`src/rtl/decoder_issue_stage_pkg.sv`:
```
// ============================================================================
// Module  : decoder_issue_stage_pkg
// Brief   : Shared constants, one-hot indices and FSM encoding for the
//           RV32I decode/issue stage.
// Rev     : 1.0
// ============================================================================
`default_nettype none

package decoder_issue_stage_pkg;

   localparam int OPCODE_WIDTH    = 11;
   localparam int ALU_WIDTH       = 14;
   localparam int EXCEPTION_WIDTH = 4;

   // One-hot opcode-class bit positions
   localparam int OP_RTYPE  = 0;
   localparam int OP_ITYPE  = 1;
   localparam int OP_LOAD   = 2;
   localparam int OP_STORE  = 3;
   localparam int OP_BRANCH = 4;
   localparam int OP_JAL    = 5;
   localparam int OP_JALR   = 6;
   localparam int OP_LUI    = 7;
   localparam int OP_AUIPC  = 8;
   localparam int OP_SYSTEM = 9;
   localparam int OP_FENCE  = 10;

   // One-hot ALU operation bit positions
   localparam int A_ADD  = 0;
   localparam int A_SUB  = 1;
   localparam int A_SLT  = 2;
   localparam int A_SLTU = 3;
   localparam int A_XOR  = 4;
   localparam int A_OR   = 5;
   localparam int A_AND  = 6;
   localparam int A_SLL  = 7;
   localparam int A_SRL  = 8;
   localparam int A_SRA  = 9;
   localparam int A_EQ   = 10;
   localparam int A_NEQ  = 11;
   localparam int A_GE   = 12;
   localparam int A_GEU  = 13;

   localparam int EXC_ILLEGAL = 0;
   localparam int EXC_ECALL   = 1;
   localparam int EXC_EBREAK  = 2;
   localparam int EXC_MRET    = 3;

   localparam logic [6:0] RV_OP       = 7'b0110011;
   localparam logic [6:0] RV_OP_IMM   = 7'b0010011;
   localparam logic [6:0] RV_LOAD     = 7'b0000011;
   localparam logic [6:0] RV_STORE    = 7'b0100011;
   localparam logic [6:0] RV_BRANCH   = 7'b1100011;
   localparam logic [6:0] RV_JAL      = 7'b1101111;
   localparam logic [6:0] RV_JALR     = 7'b1100111;
   localparam logic [6:0] RV_LUI      = 7'b0110111;
   localparam logic [6:0] RV_AUIPC    = 7'b0010111;
   localparam logic [6:0] RV_SYSTEM   = 7'b1110011;
   localparam logic [6:0] RV_MISC_MEM = 7'b0001111;

   localparam logic [31:0] INSTR_ECALL  = 32'h0000_0073;
   localparam logic [31:0] INSTR_EBREAK = 32'h0010_0073;
   localparam logic [31:0] INSTR_MRET   = 32'h3020_0073;

   typedef enum logic [0:0] {
      ST_RUN    = 1'b0,
      ST_BUBBLE = 1'b1
   } ds_state_e;

   typedef enum logic [2:0] {
      IMM_NONE = 3'd0,
      IMM_I    = 3'd1,
      IMM_S    = 3'd2,
      IMM_B    = 3'd3,
      IMM_U    = 3'd4,
      IMM_J    = 3'd5
   } imm_fmt_e;

   function automatic logic [31:0] imm_gen(input logic [31:0] ins, input imm_fmt_e fmt);
      logic [31:0] imm;
      imm = '0;
      case (fmt)
         IMM_I:   imm = {{20{ins[31]}}, ins[31:20]};
         IMM_S:   imm = {{20{ins[31]}}, ins[31:25], ins[11:7]};
         IMM_B:   imm = {{19{ins[31]}}, ins[31], ins[7], ins[30:25], ins[11:8], 1'b0};
         IMM_U:   imm = {ins[31:12], 12'b0};
         IMM_J:   imm = {{11{ins[31]}}, ins[31], ins[19:12], ins[20], ins[30:21], 1'b0};
         default: imm = '0;
      endcase
      return imm;
   endfunction

endpackage

`default_nettype wire

```
`src/rtl/decoder_issue_stage_if.sv`:
```
// ============================================================================
// Module  : decoder_issue_stage_if
// Brief   : Fetch-side, write-back and issue-side signals of the decode stage.
// Rev     : 1.0
// ============================================================================
`default_nettype none

interface decoder_issue_stage_if #(
   parameter int DWIDTH   = 32,
   parameter int AWIDTH   = 5,
   parameter int PC_WIDTH = 32,
   parameter int IWIDTH   = 32
);
   import decoder_issue_stage_pkg::*;

   logic [IWIDTH-1:0]          ds_i_instr;
   logic [PC_WIDTH-1:0]        ds_i_pc;
   logic                       ds_i_ce;
   logic                       ds_i_stall;
   logic                       ds_i_flush;
   logic                       ds_i_wb_we;
   logic [AWIDTH-1:0]          ds_i_wb_addr;
   logic [DWIDTH-1:0]          ds_i_wb_data;

   logic [PC_WIDTH-1:0]        ds_o_pc;
   logic [AWIDTH-1:0]          ds_o_addr_rs1_p;
   logic [AWIDTH-1:0]          ds_o_addr_rs2_p;
   logic [AWIDTH-1:0]          ds_o_addr_rd_p;
   logic [DWIDTH-1:0]          ds_o_data_rs1;
   logic [DWIDTH-1:0]          ds_o_data_rs2;
   logic [2:0]                 ds_o_funct3;
   logic [DWIDTH-1:0]          ds_o_imm;
   logic [ALU_WIDTH-1:0]       ds_o_alu;
   logic [OPCODE_WIDTH-1:0]    ds_o_opcode;
   logic [EXCEPTION_WIDTH-1:0] ds_o_exception;
   logic                       ds_o_ce;
   logic                       ds_o_stall;
   logic                       ds_o_flush;

   modport master (
      output ds_i_instr, ds_i_pc, ds_i_ce, ds_i_stall, ds_i_flush,
             ds_i_wb_we, ds_i_wb_addr, ds_i_wb_data,
      input  ds_o_pc, ds_o_addr_rs1_p, ds_o_addr_rs2_p, ds_o_addr_rd_p,
             ds_o_data_rs1, ds_o_data_rs2, ds_o_funct3, ds_o_imm, ds_o_alu,
             ds_o_opcode, ds_o_exception, ds_o_ce, ds_o_stall, ds_o_flush
   );

   modport slave (
      input  ds_i_instr, ds_i_pc, ds_i_ce, ds_i_stall, ds_i_flush,
             ds_i_wb_we, ds_i_wb_addr, ds_i_wb_data,
      output ds_o_pc, ds_o_addr_rs1_p, ds_o_addr_rs2_p, ds_o_addr_rd_p,
             ds_o_data_rs1, ds_o_data_rs2, ds_o_funct3, ds_o_imm, ds_o_alu,
             ds_o_opcode, ds_o_exception, ds_o_ce, ds_o_stall, ds_o_flush
   );

endinterface

`default_nettype wire

```
`src/rtl/decoder_issue_stage_regfile.sv`:
```
// ============================================================================
// Module  : decoder_issue_stage_regfile
// Brief   : DEPTH x DWIDTH register file, 2 async reads, 1 sync write, x0=0.
//           Macro DS_WB_BYPASS_EN forwards same-cycle write data to reads.
// Rev     : 1.0
// ============================================================================
`default_nettype none

module decoder_issue_stage_regfile #(
   parameter int DWIDTH = 32,
   parameter int AWIDTH = 5,
   parameter int DEPTH  = 1 << AWIDTH
) (
   input  wire logic              i_clk,
   input  wire logic              i_we,
   input  wire logic [AWIDTH-1:0] i_waddr,
   input  wire logic [DWIDTH-1:0] i_wdata,
   input  wire logic [AWIDTH-1:0] i_raddr1,
   input  wire logic [AWIDTH-1:0] i_raddr2,
   output logic      [DWIDTH-1:0] o_rdata1,
   output logic      [DWIDTH-1:0] o_rdata2
);

   logic [DWIDTH-1:0] r_mem [DEPTH];

   // Storage is deliberately not reset
   always_ff @(posedge i_clk) begin
      if (i_we && (i_waddr != '0)) begin
         r_mem[i_waddr] <= i_wdata;
      end
   end

`ifdef DS_WB_BYPASS_EN
   logic w_byp1;
   logic w_byp2;
   assign w_byp1   = i_we && (i_waddr != '0) && (i_waddr == i_raddr1);
   assign w_byp2   = i_we && (i_waddr != '0) && (i_waddr == i_raddr2);
   assign o_rdata1 = (i_raddr1 == '0) ? '0 : (w_byp1 ? i_wdata : r_mem[i_raddr1]);
   assign o_rdata2 = (i_raddr2 == '0) ? '0 : (w_byp2 ? i_wdata : r_mem[i_raddr2]);
`else
   assign o_rdata1 = (i_raddr1 == '0) ? '0 : r_mem[i_raddr1];
   assign o_rdata2 = (i_raddr2 == '0) ? '0 : r_mem[i_raddr2];
`endif

endmodule

`default_nettype wire

```
`src/rtl/decoder_issue_stage.sv`:
```
// ============================================================================
// Module  : decoder_issue_stage
// Brief   : RV32I decode/issue stage with regfile, load-use bubble FSM and a
//           stall/flush-aware output register. Option macro: DS_WB_BYPASS_EN.
// Rev     : 1.0
// ============================================================================
`default_nettype none

module decoder_issue_stage
   import decoder_issue_stage_pkg::*;
#(
   parameter int DWIDTH   = 32,
   parameter int AWIDTH   = 5,
   parameter int DEPTH    = 1 << AWIDTH,
   parameter int PC_WIDTH = 32,
   parameter int IWIDTH   = 32
) (
   input wire logic             ds_clk,
   input wire logic             ds_rst,
   decoder_issue_stage_if.slave bus
);

   logic [31:0]                w_ins;
   logic [6:0]                 w_op;
   logic [2:0]                 w_f3;
   logic [6:0]                 w_f7;
   logic [AWIDTH-1:0]          w_rs1;
   logic [AWIDTH-1:0]          w_rs2;
   logic [AWIDTH-1:0]          w_rd;
   logic [DWIDTH-1:0]          w_rdata1;
   logic [DWIDTH-1:0]          w_rdata2;
   logic [DWIDTH-1:0]          w_imm;
   logic [OPCODE_WIDTH-1:0]    w_opc;
   logic [ALU_WIDTH-1:0]       w_alu;
   logic [EXCEPTION_WIDTH-1:0] w_exc;
   imm_fmt_e                   w_fmt;
   logic                       w_illegal;
   logic                       w_ecall;
   logic                       w_ebreak;
   logic                       w_mret;
   logic                       w_uses_rs2;
   logic                       w_hazard;
   ds_state_e                  r_state;
   ds_state_e                  w_state_nxt;

   logic [PC_WIDTH-1:0]        r_pc;
   logic [AWIDTH-1:0]          r_rs1;
   logic [AWIDTH-1:0]          r_rs2;
   logic [AWIDTH-1:0]          r_rd;
   logic [DWIDTH-1:0]          r_data1;
   logic [DWIDTH-1:0]          r_data2;
   logic [2:0]                 r_f3;
   logic [DWIDTH-1:0]          r_imm;
   logic [ALU_WIDTH-1:0]       r_alu;
   logic [OPCODE_WIDTH-1:0]    r_opc;
   logic [EXCEPTION_WIDTH-1:0] r_exc;
   logic                       r_ce;
   logic                       r_flush;

   assign w_ins = 32'(bus.ds_i_instr);
   assign w_op  = w_ins[6:0];
   assign w_f3  = w_ins[14:12];
   assign w_f7  = w_ins[31:25];
   assign w_rs1 = AWIDTH'(w_ins[19:15]);
   assign w_rs2 = AWIDTH'(w_ins[24:20]);
   assign w_rd  = AWIDTH'(w_ins[11:7]);

   decoder_issue_stage_regfile #(
      .DWIDTH (DWIDTH),
      .AWIDTH (AWIDTH),
      .DEPTH  (DEPTH)
   ) u_regfile (
      .i_clk    (ds_clk),
      .i_we     (bus.ds_i_wb_we),
      .i_waddr  (bus.ds_i_wb_addr),
      .i_wdata  (bus.ds_i_wb_data),
      .i_raddr1 (w_rs1),
      .i_raddr2 (w_rs2),
      .o_rdata1 (w_rdata1),
      .o_rdata2 (w_rdata2)
   );

   always_comb begin
      w_opc      = '0;
      w_alu      = '0;
      w_fmt      = IMM_NONE;
      w_illegal  = 1'b0;
      w_ecall    = 1'b0;
      w_ebreak   = 1'b0;
      w_mret     = 1'b0;
      w_uses_rs2 = 1'b0;
      case (w_op)
         RV_OP: begin
            w_opc[OP_RTYPE] = 1'b1;
            w_uses_rs2      = 1'b1;
            case ({w_f7, w_f3})
               {7'b0000000, 3'b000}: w_alu[A_ADD]  = 1'b1;
               {7'b0100000, 3'b000}: w_alu[A_SUB]  = 1'b1;
               {7'b0000000, 3'b001}: w_alu[A_SLL]  = 1'b1;
               {7'b0000000, 3'b010}: w_alu[A_SLT]  = 1'b1;
               {7'b0000000, 3'b011}: w_alu[A_SLTU] = 1'b1;
               {7'b0000000, 3'b100}: w_alu[A_XOR]  = 1'b1;
               {7'b0000000, 3'b101}: w_alu[A_SRL]  = 1'b1;
               {7'b0100000, 3'b101}: w_alu[A_SRA]  = 1'b1;
               {7'b0000000, 3'b110}: w_alu[A_OR]   = 1'b1;
               {7'b0000000, 3'b111}: w_alu[A_AND]  = 1'b1;
               default:              w_illegal     = 1'b1;
            endcase
         end
         RV_OP_IMM: begin
            w_opc[OP_ITYPE] = 1'b1;
            w_fmt           = IMM_I;
            case (w_f3)
               3'b000: w_alu[A_ADD]  = 1'b1;
               3'b010: w_alu[A_SLT]  = 1'b1;
               3'b011: w_alu[A_SLTU] = 1'b1;
               3'b100: w_alu[A_XOR]  = 1'b1;
               3'b110: w_alu[A_OR]   = 1'b1;
               3'b111: w_alu[A_AND]  = 1'b1;
               3'b001: if (w_f7 == 7'b0000000) w_alu[A_SLL] = 1'b1; else w_illegal = 1'b1;
               default: begin
                  if (w_f7 == 7'b0000000)      w_alu[A_SRL] = 1'b1;
                  else if (w_f7 == 7'b0100000) w_alu[A_SRA] = 1'b1;
                  else                         w_illegal    = 1'b1;
               end
            endcase
         end
         RV_LOAD: begin
            w_opc[OP_LOAD] = 1'b1;
            w_fmt          = IMM_I;
            w_alu[A_ADD]   = 1'b1;
            w_illegal      = (w_f3 == 3'b011) || (w_f3 == 3'b110) || (w_f3 == 3'b111);
         end
         RV_STORE: begin
            w_opc[OP_STORE] = 1'b1;
            w_fmt           = IMM_S;
            w_uses_rs2      = 1'b1;
            w_alu[A_ADD]    = 1'b1;
            w_illegal       = (w_f3 > 3'b010);
         end
         RV_BRANCH: begin
            w_opc[OP_BRANCH] = 1'b1;
            w_fmt            = IMM_B;
            w_uses_rs2       = 1'b1;
            case (w_f3)
               3'b000:  w_alu[A_EQ]   = 1'b1;
               3'b001:  w_alu[A_NEQ]  = 1'b1;
               3'b100:  w_alu[A_SLT]  = 1'b1;
               3'b101:  w_alu[A_GE]   = 1'b1;
               3'b110:  w_alu[A_SLTU] = 1'b1;
               3'b111:  w_alu[A_GEU]  = 1'b1;
               default: w_illegal     = 1'b1;
            endcase
         end
         RV_JAL: begin
            w_opc[OP_JAL] = 1'b1;
            w_fmt         = IMM_J;
            w_alu[A_ADD]  = 1'b1;
         end
         RV_JALR: begin
            w_opc[OP_JALR] = 1'b1;
            w_fmt          = IMM_I;
            w_alu[A_ADD]   = 1'b1;
            w_illegal      = (w_f3 != 3'b000);
         end
         RV_LUI: begin
            w_opc[OP_LUI] = 1'b1;
            w_fmt         = IMM_U;
            w_alu[A_ADD]  = 1'b1;
         end
         RV_AUIPC: begin
            w_opc[OP_AUIPC] = 1'b1;
            w_fmt           = IMM_U;
            w_alu[A_ADD]    = 1'b1;
         end
         RV_SYSTEM: begin
            w_opc[OP_SYSTEM] = 1'b1;
            w_fmt            = IMM_I;
            // CSR accesses pass through; only the exact trap encodings are recognised
            if (w_ins == INSTR_ECALL)       w_ecall   = 1'b1;
            else if (w_ins == INSTR_EBREAK) w_ebreak  = 1'b1;
            else if (w_ins == INSTR_MRET)   w_mret    = 1'b1;
            else if ((w_f3 == 3'b000) || (w_f3 == 3'b100)) w_illegal = 1'b1;
         end
         RV_MISC_MEM: begin
            w_opc[OP_FENCE] = 1'b1;
         end
         default: w_illegal = 1'b1;
      endcase
      if (w_illegal) begin
         w_alu = '0;
      end
   end

   assign w_imm = DWIDTH'($signed(imm_gen(w_ins, w_fmt)));
   assign w_exc = {w_mret, w_ebreak, w_ecall, w_illegal};

   assign w_hazard = (r_state == ST_RUN) && bus.ds_i_ce && r_ce && r_opc[OP_LOAD]
                   && (r_rd != '0)
                   && ((w_rs1 == r_rd) || (w_uses_rs2 && (w_rs2 == r_rd)));

   assign bus.ds_o_stall = bus.ds_i_stall | w_hazard;

   always_comb begin
      w_state_nxt = r_state;
      if (bus.ds_i_flush)       w_state_nxt = ST_RUN;
      else if (bus.ds_i_stall)  w_state_nxt = r_state;
      else if (w_hazard)        w_state_nxt = ST_BUBBLE;
      else                      w_state_nxt = ST_RUN;
   end

   always_ff @(posedge ds_clk or negedge ds_rst) begin
      if (!ds_rst) r_state <= ST_RUN;
      else         r_state <= w_state_nxt;
   end

   always_ff @(posedge ds_clk or negedge ds_rst) begin
      if (!ds_rst) begin
         r_pc    <= '0;
         r_rs1   <= '0;
         r_rs2   <= '0;
         r_rd    <= '0;
         r_data1 <= '0;
         r_data2 <= '0;
         r_f3    <= '0;
         r_imm   <= '0;
         r_alu   <= '0;
         r_opc   <= '0;
         r_exc   <= '0;
         r_ce    <= 1'b0;
         r_flush <= 1'b0;
      end else if (bus.ds_i_flush) begin
         r_ce    <= 1'b0;
         r_flush <= 1'b1;
      end else begin
         r_flush <= 1'b0;
         if (!bus.ds_i_stall) begin
            if (w_hazard) begin
               r_ce <= 1'b0;
            end else begin
               r_pc    <= bus.ds_i_pc;
               r_rs1   <= w_rs1;
               r_rs2   <= w_rs2;
               r_rd    <= w_rd;
               r_data1 <= w_rdata1;
               r_data2 <= w_rdata2;
               r_f3    <= w_f3;
               r_imm   <= w_imm;
               r_alu   <= w_alu;
               r_opc   <= w_opc;
               r_exc   <= w_exc;
               r_ce    <= bus.ds_i_ce;
            end
         end
      end
   end

   assign bus.ds_o_pc         = r_pc;
   assign bus.ds_o_addr_rs1_p = r_rs1;
   assign bus.ds_o_addr_rs2_p = r_rs2;
   assign bus.ds_o_addr_rd_p  = r_rd;
   assign bus.ds_o_data_rs1   = r_data1;
   assign bus.ds_o_data_rs2   = r_data2;
   assign bus.ds_o_funct3     = r_f3;
   assign bus.ds_o_imm        = r_imm;
   assign bus.ds_o_alu        = r_alu;
   assign bus.ds_o_opcode     = r_opc;
   assign bus.ds_o_exception  = r_exc;
   assign bus.ds_o_ce         = r_ce;
   assign bus.ds_o_flush      = r_flush;

endmodule

`default_nettype wire

```
`src/flat_wrapper.sv`:
```
// flat-port wrapper written by rule: the top's interface ports become plain ports
module decoder_issue_stage_flat import decoder_issue_stage_pkg::*;
#(
   parameter int DWIDTH   = 32,
   parameter int AWIDTH   = 5,
   parameter int DEPTH    = 1 << AWIDTH,
   parameter int PC_WIDTH = 32,
   parameter int IWIDTH   = 32
)
  (ds_clk, ds_rst, bus_ds_i_instr, bus_ds_i_pc, bus_ds_i_ce, bus_ds_i_stall, bus_ds_i_flush, bus_ds_i_wb_we, bus_ds_i_wb_addr, bus_ds_i_wb_data, bus_ds_o_pc, bus_ds_o_addr_rs1_p, bus_ds_o_addr_rs2_p, bus_ds_o_addr_rd_p, bus_ds_o_data_rs1, bus_ds_o_data_rs2, bus_ds_o_funct3, bus_ds_o_imm, bus_ds_o_alu, bus_ds_o_opcode, bus_ds_o_exception, bus_ds_o_ce, bus_ds_o_stall, bus_ds_o_flush);
  decoder_issue_stage_if #(.DWIDTH(DWIDTH), .AWIDTH(AWIDTH), .PC_WIDTH(PC_WIDTH), .IWIDTH(IWIDTH)) bus_i ();
  input wire logic ds_clk;
  input wire logic ds_rst;
  input wire logic [$bits(bus_i.ds_i_instr)-1:0] bus_ds_i_instr;
  input wire logic [$bits(bus_i.ds_i_pc)-1:0] bus_ds_i_pc;
  input wire logic [$bits(bus_i.ds_i_ce)-1:0] bus_ds_i_ce;
  input wire logic [$bits(bus_i.ds_i_stall)-1:0] bus_ds_i_stall;
  input wire logic [$bits(bus_i.ds_i_flush)-1:0] bus_ds_i_flush;
  input wire logic [$bits(bus_i.ds_i_wb_we)-1:0] bus_ds_i_wb_we;
  input wire logic [$bits(bus_i.ds_i_wb_addr)-1:0] bus_ds_i_wb_addr;
  input wire logic [$bits(bus_i.ds_i_wb_data)-1:0] bus_ds_i_wb_data;
  output wire logic [$bits(bus_i.ds_o_pc)-1:0] bus_ds_o_pc;
  output wire logic [$bits(bus_i.ds_o_addr_rs1_p)-1:0] bus_ds_o_addr_rs1_p;
  output wire logic [$bits(bus_i.ds_o_addr_rs2_p)-1:0] bus_ds_o_addr_rs2_p;
  output wire logic [$bits(bus_i.ds_o_addr_rd_p)-1:0] bus_ds_o_addr_rd_p;
  output wire logic [$bits(bus_i.ds_o_data_rs1)-1:0] bus_ds_o_data_rs1;
  output wire logic [$bits(bus_i.ds_o_data_rs2)-1:0] bus_ds_o_data_rs2;
  output wire logic [$bits(bus_i.ds_o_funct3)-1:0] bus_ds_o_funct3;
  output wire logic [$bits(bus_i.ds_o_imm)-1:0] bus_ds_o_imm;
  output wire logic [$bits(bus_i.ds_o_alu)-1:0] bus_ds_o_alu;
  output wire logic [$bits(bus_i.ds_o_opcode)-1:0] bus_ds_o_opcode;
  output wire logic [$bits(bus_i.ds_o_exception)-1:0] bus_ds_o_exception;
  output wire logic [$bits(bus_i.ds_o_ce)-1:0] bus_ds_o_ce;
  output wire logic [$bits(bus_i.ds_o_stall)-1:0] bus_ds_o_stall;
  output wire logic [$bits(bus_i.ds_o_flush)-1:0] bus_ds_o_flush;
  assign bus_i.ds_i_instr = bus_ds_i_instr;
  assign bus_i.ds_i_pc = bus_ds_i_pc;
  assign bus_i.ds_i_ce = bus_ds_i_ce;
  assign bus_i.ds_i_stall = bus_ds_i_stall;
  assign bus_i.ds_i_flush = bus_ds_i_flush;
  assign bus_i.ds_i_wb_we = bus_ds_i_wb_we;
  assign bus_i.ds_i_wb_addr = bus_ds_i_wb_addr;
  assign bus_i.ds_i_wb_data = bus_ds_i_wb_data;
  assign bus_ds_o_pc = bus_i.ds_o_pc;
  assign bus_ds_o_addr_rs1_p = bus_i.ds_o_addr_rs1_p;
  assign bus_ds_o_addr_rs2_p = bus_i.ds_o_addr_rs2_p;
  assign bus_ds_o_addr_rd_p = bus_i.ds_o_addr_rd_p;
  assign bus_ds_o_data_rs1 = bus_i.ds_o_data_rs1;
  assign bus_ds_o_data_rs2 = bus_i.ds_o_data_rs2;
  assign bus_ds_o_funct3 = bus_i.ds_o_funct3;
  assign bus_ds_o_imm = bus_i.ds_o_imm;
  assign bus_ds_o_alu = bus_i.ds_o_alu;
  assign bus_ds_o_opcode = bus_i.ds_o_opcode;
  assign bus_ds_o_exception = bus_i.ds_o_exception;
  assign bus_ds_o_ce = bus_i.ds_o_ce;
  assign bus_ds_o_stall = bus_i.ds_o_stall;
  assign bus_ds_o_flush = bus_i.ds_o_flush;
  decoder_issue_stage #(.DWIDTH(DWIDTH), .AWIDTH(AWIDTH), .DEPTH(DEPTH), .PC_WIDTH(PC_WIDTH), .IWIDTH(IWIDTH)) u_core (.ds_clk(ds_clk), .ds_rst(ds_rst), .bus(bus_i));
endmodule
```
`config.mk`:
```
export PLATFORM = sky130hd
export DESIGN_NAME = decoder_issue_stage_flat
export DESIGN_NICKNAME = d
export VERILOG_FILES = /design/src/rtl/decoder_issue_stage_pkg.sv /design/src/rtl/decoder_issue_stage_if.sv /design/src/rtl/decoder_issue_stage_regfile.sv /design/src/rtl/decoder_issue_stage.sv /design/src/flat_wrapper.sv
export SDC_FILE = /design/constraint.sdc
export NUM_CORES = 2
export LEC_CHECK = 0
export ABC_CLOCK_PERIOD_IN_PS = 3600
export CORE_ASPECT_RATIO = 0.8
export CORE_MARGIN = 2
export CORE_UTILIZATION = 55
export CTS_BUF_LIST = sky130_fd_sc_hd__clkbuf_4 sky130_fd_sc_hd__clkbuf_8
export DETAILED_ROUTE_END_ITERATION = 10
export DONT_BUFFER_PORTS = 1
export PLACE_DENSITY_LB_ADDON = 0.25
export SYNTH_ARGS = -nofsm -noshare
export SYNTH_HDL_FRONTEND = slang
export SYNTH_SLANG_ARGS = --single-unit
```
`constraint.sdc`:
```
create_clock -name ds_clk -period 3.6 [get_ports ds_clk]
set_input_delay 0.72 -clock ds_clk [delete_from_list [all_inputs] [get_ports ds_clk]]
set_output_delay 0.72 -clock ds_clk [all_outputs]
set_load 0.005 [all_outputs]
```
==> summary.md <==
| Metric | Value |
|---|---|
| Status | complete, but fails checks |
| Failing checks | negative hold slack |
| I/O Buffers | 0 |
| DR pass1 iterations | 6 |
| Ys flop type | edfxtp_1 |
| Crit path largest cell delay | 0.48 ns |
| Routed Antenna Nets | 0 |
| Hold Crit Class | in -> async |
| Clk buf depth | 3 |
| Via count | 31900 |
| Worst path cell trace | xnor2_1, nand4_1, a2111oi_2, o21a_2, or2_2 |
| Detailed-route DRC error count | 0 |
| First-pass GRT wire length | 225000 um |
| Total Routing Usage GR | 0.316 |
| Crit-path max FO | 5 |
| Post-CTS resize count | 0 |
| # Post-CTS Setup Buffers | 0 |
| Max-slew headroom | 0.203 |
| Clk_skew | 0.0258 ns |
| Crit path required time | 2.88 ns |
| Ranking of synthesized cells by area | edfxtp_1 (57%), mux4_2 (19%), dfrtp_1 (8.3%) |
| Post-layout min period | 3.11 ns |
| Core Area | 0.0966 mm^2 |
| GRT overflow | 0 |
| Hold Fails Final Rpt | 178 |
| Slew Limit Fails | 0 |
| Post-synth top cells | edfxtp_1 (1024), mux4_2 (457), o22ai_1 (179), dfrtp_1 (178), mux2i_1 (141) |
| Sequential fraction of the synthesis area | 0.657 |
| Worst VDD drop | 463 uV |
| Synthesized instance count | 2850 |
| Most frequent cell after synthesis | edfxtp_1 |
| Max Cap Viol | 0 |
| Final hold slack | -0.458 ns |
| Iteration-0 DRC Markers | 4730 |
| Met2 Use GR | 0.482 |
| Period Utilization, post-route | 0.863 |
| Placer Congestion | 0.867 |
| H-Tree Depth | 4 |
| Root Driver | clkbuf_8 |
| Pwr dens | 492 mW/mm^2 |
| Synth-to-Final Area Change | 12.7% |
| Yosys top cell by area | edfxtp_1 |
| RSZ-0062 raised after global routing | no |
| P_leak | 20.0 nW |
| Syn_area_per_cell | 18.8 um^2 |
| Die Wd | 353 um |
| R2R Setup Slk | 1.07 ns |
| Post-synth EDFFs | 1024 |
| Share of cells above drive strength 1 | 0.297 |
| Die area | 0.0999 mm^2 |
| Vias per inst | 7.13 |
| CP Capture Type | primary output |
| CTS tree | built |
| Placement Cell Area | 0.0556 mm^2 |
| Setup CP Type | reg -> out |
| CP arrival | 2.39 ns |
| Vias in the first global route | 32300 |
| Initial antenna violation count | 4 |
| Number of synthesized register bits | 1202 |
| Final instance area | 0.0604 mm^2 |
| Worst Tran Pin Value | 1.19 ns |
| Inserted Clock Buffers | 184 |
| Cell Rows | 102 |
| Gr busiest metal | met2 |
| Final setup TNS | 0 ns |
| DP HPWL | 85600 um |
| Drt total wl | 158000 um |
| Synth top area share | 0.574 |
| # IOs | 285 |
| Max Freq | 322 MHz |
| Drt wl/cell | 35.3 um |
| Post-synth design cell area | 0.0536 mm^2 |
| Initial Utilization | 0.554 |
| Hold Buf Count CTS | 90 |
| CTS sink cnt | 1202 |
| Asr flop ratio synth | 0.148 |
| Yosys Warn Count | 0 |
| Final setup vio count | 0 |
| Dpl cells | 4043 |
| Clock-pin slew on the worst setup and hold paths | 0.06 ns |
| Critical Path Source Type | flop |
| Finished Layout Cells | 4475 |
| Met1 usage | 0.436 |
| Nets@finish | 3126 |
| Skew-Pair Late Insertion Delay | 0.89 ns |
| Largest net degree at the start of global routing | 321 |
| Highest-delay cell along the critical path | dfrtp_1 |
| Met3 Use GR | 0.0789 |
| Unique masters post-synth | 57 |
| DIE HEIGHT | 283 um |
[critical path: cells and delay by family (launching register included)]
kind | cells | cell delay, ns
compound gates | 2 | 0.49
flops | 1 | 0.48
simple gates | 2 | 0.34
xor+xnor | 1 | 0.19
[metal layers]
layer | part of all wire | up-vias | routed length, um
met5 | 0.00016 | - | 25
met3 | 0.12 | 405 | 18500
met2 | 0.47 | 2335 | 74700
li1 | - | 12500 | -
met4 | 0.042 | 4 | 6610
met1 | 0.37 | 16700 | 58100
[cells by family (layout without fill, tap and decap cells)]
| group | Yosys count | after routing | synth area share |
|---|---|---|---|
| multiplexers | 679 | 679 | 0.236 |
| AND/OR/NAND/NOR | 231 | 231 | 0.0221 |
| other | 1 | 33 | 0.0000700 |
| AO/OA/AOI/OAI | 465 | 465 | 0.0611 |
| XOR/XNOR | 10 | 10 | 0.00164 |
| buffers and inverters | 262 | 555 | 0.0224 |
| flip-flops | 1202 | 1202 | 0.657 |
[sequential cells by signal, summed over array words and instances (netlist names)]
signal and flops:
u_core.bus.ds_o_imm 32, u_core.bus.ds_o_exception 4, u_core.bus.ds_o_data_rs1 32, u_core.bus.ds_o_addr_rs2_p 5
u_core.bus.ds_o_addr_rs1_p 5, u_core.bus.ds_o_addr_rd_p 5, u_core.bus.ds_o_flush 1, u_core.bus.ds_o_funct3 3
u_core.bus.ds_o_data_rs2 32, u_core.bus.ds_o_alu 14, u_core.bus.ds_o_ce 1, u_core.u_regfile.r_mem 1024
u_core.bus.ds_o_opcode 11, u_core.r_state 1, u_core.bus.ds_o_pc 32
[worst paths after layout]
kind,cells past startpoint,startpoint,to
min in group ds_clk,2,bus_ds_i_instr[17],u_core.bus.ds_o_imm[17]$_DFFE_PN0P_
max,5,u_core.bus.ds_o_addr_rd_p[0]$_DFFE_PN0P_,bus_ds_o_stall
min,0,ds_rst,u_core.bus.ds_o_data_rs1[4]$_DFFE_PN0P_
max in group asynchronous,0,ds_rst,u_core.bus.ds_o_pc[10]$_DFFE_PN0P_
max reg2reg,8,u_core.bus.ds_o_addr_rd_p[0]$_DFFE_PN0P_,u_core.bus.ds_o_imm[22]$_DFFE_PN0P_
min reg2reg,1,u_core.bus.ds_o_pc[20]$_DFFE_PN0P_,u_core.bus.ds_o_pc[20]$_DFFE_PN0P_
[layout by cell type, fill, tap and decap left out, types with 7 or more instances in the layout]
cell           count
dlygate4sd3_1     90
nor4_1            36
nor2_1            28
nand2b_1           7
a22oi_1          126
buf_4             60
mux2i_1          141
nor3_1            13
mux2_2            25
nor2b_1            9
mux4_2           457
mux2_1            56
and2_1             7
o22ai_1          179
nor2_4            35
clkbuf_8         210
a211oi_1          20
edfxtp_1        1024
a21oi_1           26
nand2_1           42
nand3_1           13
xnor2_1            7
clkinv_2          20
inv_1             33
a22o_1            64
clkbuf_4          66
conb_1            32
o211ai_1          27
dfrtp_1          178
o21ai_0           11
clkinv_1          30
buf_12            31
[power by group]
group	switching (mW)	internal (mW)	total, mW
registers	0.329	15.5	15.9
logic	0.979	1.04	2.02
clock network	5.39	6.44	11.8
[stage by stage]
stage | power [mW] | util | setup WS (ns)
after detailed placement | 17.9 | 0.576 | 0.637
after global routing | 30.6 | 0.625 | 0.375
after CTS | 29.8 | 0.625 | 0.431
after floorplan | 17.5 | - | 0.639
after global placement | 17.8 | 0.576 | 0.718
final | 29.7 | 0.625 | 0.491
[layout make-up]
cell class / count / area [um^2]
diodes: 1 / 2.50
clock buffers: 276 / 3390
clock inverters: 65 / 464
fillers: 6751 / 36200
inverters: 33 / 124
multi-input cells: 1417 / 17600
flip-flops and latches: 1202 / 35200
well taps: 1300 / 1630
repair buffers: 181 / 1970
(Power assumes the default switching activity.)
